`config.mk`:
```
export PLATFORM = sky130hd
export DESIGN_NAME = reservation_station
export DESIGN_NICKNAME = d
export VERILOG_FILES = /design/src/rtl/reservation_station.sv
export SDC_FILE = /design/constraint.sdc
export NUM_CORES = 1
export LEC_CHECK = 0
export BUFFER_PORTS_ARGS = -buffer_cell sky130_fd_sc_hd__buf_2
export CORE_MARGIN = 10
export CORE_UTILIZATION = 35
export CTS_CLUSTER_DIAMETER = 100
export CTS_CLUSTER_SIZE = 24
export DETAILED_ROUTE_END_ITERATION = 7
export GPL_TIMING_DRIVEN = 0
export SETUP_SLACK_MARGIN = 0.3
export SLEW_MARGIN = 40
export SYNTH_ARGS = -nofsm -noshare
export SYNTH_HDL_FRONTEND = slang
export SYNTH_SLANG_ARGS = --single-unit
```
`constraint.sdc`:
```
create_clock -name CLOCK_50 -period 7.7 [get_ports CLOCK_50]
set_clock_uncertainty 0.15 [all_clocks]
set_input_delay 0 -clock CLOCK_50 [delete_from_list [all_inputs] [get_ports CLOCK_50]]
set_output_delay 0 -clock CLOCK_50 [all_outputs]
set_load 0.02 [all_outputs]
```
`src/rtl/reservation_station.sv`:
```
// reservation_station
//   Holds up to ENTRIES issued operations while their operands are still
//   being produced. Waiting operands snoop the common data bus (CDB) and
//   capture the result whose tag they are waiting on. The lowest-index slot
//   with both operands present is offered to the functional unit.
//
// Ports
//   CLOCK_50, RESET      : clock (rising edge) and async active-high reset
//   issue_*              : issue request (valid/ready handshake); tag 0 means
//                          the accompanying value is already valid
//   cdb_valid/tag/data   : result broadcast, tag is never 0 when valid
//   disp_*               : dispatch offer (valid/ready handshake), values and
//                          slot index of the offered entry, zero when idle
//   occupancy            : registered count of busy slots
module reservation_station #(
  parameter int ENTRIES = 4,
  parameter int TAG_W   = 2,
  parameter int DATA_W  = 32
) (
  input  logic                      CLOCK_50,
  input  logic                      RESET,
  input  logic                      issue_valid,
  output logic                      issue_ready,
  input  logic [TAG_W-1:0]          issue_tag1,
  input  logic [DATA_W-1:0]         issue_val1,
  input  logic [TAG_W-1:0]          issue_tag2,
  input  logic [DATA_W-1:0]         issue_val2,
  input  logic                      cdb_valid,
  input  logic [TAG_W-1:0]          cdb_tag,
  input  logic [DATA_W-1:0]         cdb_data,
  output logic                      disp_valid,
  input  logic                      disp_ready,
  output logic [DATA_W-1:0]         disp_value1,
  output logic [DATA_W-1:0]         disp_value2,
  output logic [$clog2(ENTRIES)-1:0] disp_slot,
  output logic [$clog2(ENTRIES):0]   occupancy
);

  localparam int SLOT_W = $clog2(ENTRIES);
  localparam int CNT_W  = SLOT_W + 1;

  logic [ENTRIES-1:0] busy;
  logic [TAG_W-1:0]   tag1 [ENTRIES];
  logic [TAG_W-1:0]   tag2 [ENTRIES];
  logic [DATA_W-1:0]  val1 [ENTRIES];
  logic [DATA_W-1:0]  val2 [ENTRIES];

  logic [ENTRIES-1:0] slot_rdy;
  logic               free_found;
  logic [SLOT_W-1:0]  free_idx;
  logic [SLOT_W-1:0]  rdy_idx;
  logic               accept;
  logic               dispatch;

  logic               byp1, byp2;
  logic [TAG_W-1:0]   in_tag1, in_tag2;
  logic [DATA_W-1:0]  in_val1, in_val2;

  // Descending scan so the lowest matching index is the one left standing.
  always_comb begin
    free_found = 1'b0;
    free_idx   = '0;
    rdy_idx    = '0;
    slot_rdy   = '0;
    for (int i = ENTRIES - 1; i >= 0; i--) begin
      slot_rdy[i] = busy[i] && (tag1[i] == '0) && (tag2[i] == '0);
      if (!busy[i]) begin
        free_found = 1'b1;
        free_idx   = SLOT_W'(i);
      end
      if (slot_rdy[i]) begin
        rdy_idx = SLOT_W'(i);
      end
    end
  end

  // Free-slot status comes from registered busy bits only, so a dispatch in
  // this cycle cannot make room for an issue in the same cycle.
  assign issue_ready = free_found;
  assign disp_valid  = |slot_rdy;
  assign accept      = issue_valid && issue_ready;
  assign dispatch    = disp_valid && disp_ready;

  assign disp_value1 = disp_valid ? val1[rdy_idx] : '0;
  assign disp_value2 = disp_valid ? val2[rdy_idx] : '0;
  assign disp_slot   = disp_valid ? rdy_idx : '0;

  // Issue/CDB bypass: an operand whose producer broadcasts this very cycle
  // is written as already present. Tag 0 never matches.
  always_comb begin
    byp1    = cdb_valid && (issue_tag1 != '0) && (issue_tag1 == cdb_tag);
    byp2    = cdb_valid && (issue_tag2 != '0) && (issue_tag2 == cdb_tag);
    in_tag1 = byp1 ? '0 : issue_tag1;
    in_tag2 = byp2 ? '0 : issue_tag2;
    in_val1 = byp1 ? cdb_data : issue_val1;
    in_val2 = byp2 ? cdb_data : issue_val2;
  end

  // The dispatched slot is ready (tags 0, no CDB match) and the issued slot
  // was free, so dispatch, issue and capture never touch the same fields.
  always_ff @(posedge CLOCK_50 or posedge RESET) begin
    if (RESET) begin
      busy      <= '0;
      occupancy <= '0;
      for (int i = 0; i < ENTRIES; i++) begin
        tag1[i] <= '0;
        tag2[i] <= '0;
        val1[i] <= '0;
        val2[i] <= '0;
      end
    end else begin
      occupancy <= occupancy + CNT_W'(accept) - CNT_W'(dispatch);
      for (int i = 0; i < ENTRIES; i++) begin
        if (dispatch && (rdy_idx == SLOT_W'(i))) begin
          busy[i] <= 1'b0;
          tag1[i] <= '0;
          tag2[i] <= '0;
        end else if (accept && (free_idx == SLOT_W'(i))) begin
          busy[i] <= 1'b1;
          tag1[i] <= in_tag1;
          tag2[i] <= in_tag2;
          val1[i] <= in_val1;
          val2[i] <= in_val2;
        end else if (busy[i] && cdb_valid) begin
          if ((tag1[i] != '0) && (tag1[i] == cdb_tag)) begin
            tag1[i] <= '0;
            val1[i] <= cdb_data;
          end
          if ((tag2[i] != '0) && (tag2[i] == cdb_tag)) begin
            tag2[i] <= '0;
            val2[i] <= cdb_data;
          end
        end
      end
    end
  end

endmodule

```
==> results.py <==
metrics = {
    "status": {
        "outcome": "completed",
    },
    "timing": {
        "final_max_slew_viol_count": 0,
        "fmax_ghz": 0.2731,
        "fin_hold_ws_ns": 0.1770,
        "worstMarginPinSlew_ns": 0.9132,
        "fin_crit_sh_pct": 47.55,
        "setup_viol": 0,
        "period_needed_ns": 3.661,
        "rsz0062_at_grt": "no",
        "hold_violations": 0,
        "slew_headroom_pct": 39.12,
        "finalSetupTns_ns": 0,
    },
    "min_path": {
        "hold_depth": 3,
        "hold_path_class": "input port to flip-flop",
    },
    "clocking": {
        "clk_latency_ns": 0.53,
        "clockBufferDepth": 3,
        "clock-sinks": 279,
        "post_cts_buffers": 0,
        "cts_resized": 0,
        "path_clk_slew_ns": 0.09,
        "h-tree-depth": 1,
        "cts_buffers": 15,
        "cts-root-buf": "clkbuf_16",
        "cts_tree": "done",
    },
    "finish": {
        "syn_to_final_growth_pct": 26.41,
        "nets": 1931,
        "drive_above_1_share_pct": 21.94,
    },
    "setup_path": {
        "cp_max_fo": 10,
        "r2r_slack_ns": 4.08,
        "cpPeakStageDelay_ns": 0.68,
        "endpoint": "disp_value1[30]",
        "crit_path_end_kind": "output port",
        "startpoint": "busy[0]",
        "critical_path_arrival_ns": 3.51,
        "worstReg2RegStart": "busy[0]",
        "critPathRequiredTime_ns": 7.55,
        "critical_path_class": "flip-flop to output port",
        "r2r_end": "occupancy[2]",
        "worstRegToRegCells": 13,
        "cp_cell_sequence": "buf_2 > nand2b_1 > or4_1 > clkbuf_1 > clkbuf_1 > nor2_1 > o22ai_1 > buf_2",
        "cp_slowest_cell": "clkbuf_1",
        "crit_path_start_kind": "flip-flop",
    },
    "detailed_routing": {
        "antenna_left": 0,
        "wl_per_cell_um": 27.05,
        "drt_iter0_drc": 1637,
        "routed_wl_um": 63940,
        "routed-via-count": 14980,
        "remaining_drc_errors": 0,
        "viasPerCell": 6.338,
        "drt-pass1-iter-count": 5,
    },
    "floorplanning": {
        "core_um2": 42130,
        "start_util_pct": 35.63,
        "fp.dieW_um": 227.1,
        "design.die.area_um2": 51570,
        "die_h_um": 227.1,
        "ios": 178,
        "rows": 75,
    },
    "synthesis": {
        "post-synth-top-area-cell": "dfrtp_1",
        "synth_seq_cells": 279,
        "synth_most_common_cell": "dfrtp_1",
        "async_flop_share_pct": 100.0,
        "netlist_instances": 1456,
        "synth_edf_count": 0,
        "syn_area_um2": 15010,
        "yosysSeqAreaShare_pct": 46.51,
        "ys_warn_count": 0,
        "synth.avg_cell_area_um2": 10.31,
        "synth_cell_type_count": 54,
        "yosys_most_used_dff": "dfrtp_1",
        "synth_top_area_share_pct": 46.51,
        "synth_area_leaders": "dfrtp_1 (47%), or3_1 (6.7%), o221a_2 (6.2%)",
        "synth_commonest_cells": "dfrtp_1 (279), or3_1 (160), o22ai_1 (147)",
        "syn-num-nets": 1566,
    },
    "power": {
        "ir_drop_mv": 0.2494,
        "power_density_nw_per_um2": 477.8,
        "p_total_mw": 9.066,
        "p_leak_nw": 8.001,
    },
    "placement": {
        "place_congestion": 0.9144,
        "hpwl_um": 44540,
        "portBuffers": 174,
    },
    "grt": {
        "gr-total-overflow": 0,
        "grt_max_degree": 26,
        "grt_pass1_vias": 15280,
        "grt_usage_pct": 24.12,
        "grt_pass1_wl_um": 95880,
        "antenna_found_initial": 4,
    },
    "run": {
        "maxCapViolCount": 0,
    },
}
==> cell usage in the layout, fill, tap and decap left out, types with 4 or more instances in the layout <==
| cell type | n |
|---|---|
| clkbuf_1 | 69 |
| a21oi_2 | 6 |
| nand4_1 | 9 |
| nand4bb_1 | 9 |
| inv_1 | 37 |
| nand2b_1 | 7 |
| or3_1 | 160 |
| buf_4 | 4 |
| o22ai_1 | 147 |
| buf_12 | 6 |
| mux2i_1 | 64 |
| o221a_1 | 77 |
| buf_2 | 252 |
| clkbuf_2 | 6 |
| buf_16 | 8 |
| o32a_1 | 32 |
| nand2_1 | 29 |
| o21a_1 | 32 |
| clkbuf_16 | 15 |
| nor2_1 | 71 |
| a21oi_1 | 129 |
| xor2_1 | 8 |
| and3_1 | 67 |
| o22ai_2 | 6 |
| nand3_1 | 4 |
| o221a_2 | 83 |
| dlygate4sd3_1 | 159 |
| dfrtp_1 | 279 |
==> area by class of cell <==
type / instances / area (µm²)
fillers: 4077 / 23160
multi-input cells: 978 / 7173
flip-flops and latches: 279 / 6982
repair buffers: 348 / 2808
plain buffers: 160 / 734.5
well taps: 539 / 674.4
clock buffers: 16 / 379.1
inverters: 39 / 150.1
clock inverters: 3 / 68.82
diodes: 2 / 5.005
==> worst max-delay path: cells and delay by family, from the launching register on <==
kind                   cells  cell delay (ns)
flip-flops                 1             0.41
AO/OA/AOI/OAI              1             0.40
AND/OR/NAND/NOR            3             0.44
buffers and inverters      4             1.74
==> worst min path at each step <==
stage	startpoint	end
after CTS	disp_ready	busy[1]
after floorplan	disp_ready	busy[0]
after global placement	disp_ready	busy[0]
final	disp_ready	busy[1]
after global routing	disp_ready	busy[1]
after detailed placement	RESET	val2[38]
==> kinds of logic (layout without fill, tap and decap cells) <==
group	after synthesis	after routing	synth area share, %
adders and majority gates	3	3	0.3001
muxes	64	64	4.268
DFF	279	279	46.51
and+or+nand+nor	370	370	14.35
AOI/OAI and AO/OA	529	529	27.96
other	0	2	0
xor gates and xnor gates	12	12	0.7503
buffers and inverters	199	566	5.860
==> registers in the layout, indices dropped and copies added, names as in the netlist <==
name	cells
busy	4
occupancy	3
tag1	8
tag2	8
val1	128
val2	128
==> where the power goes <==
part | switching, mW | total (mW) | internal, mW
clock network | 0.524 | 0.951 | 0.427
logic | 3.32 | 5.51 | 2.20
registers | 0.417 | 2.60 | 2.18
==> routing by layer <==
layer / global-route usage (%) / vias to the layer above / share of wire [%]
met1: 32.02 / 7571 / 41
met5: 0 / - / 0.033
met4: 9.544 / 4 / 3.9
met3: 5.327 / 128 / 9.3
li1: - / 6402 / -
met2: 37.59 / 877 / 46
==> what timing repair did <==
action	in CTS	in global routing
hold buffers	159	0
endpoints found under the hold margin	438	0
setup endpoints to repair	0	0
==> through the flow <==
stage                     worst slack, ns  utilization, %  area [µm²]  cells
after floorplan                     3.857               -       15010   1456
after global placement              1.894           39.30       16560   2169
after detailed placement            4.214           40.17       16930   2183
after CTS                           4.110           45.01       18960   2361
after global routing                4.021           45.03       18970   2364
final                               4.039           45.03       18970   2364
Power figures use the tool's default switching activity.
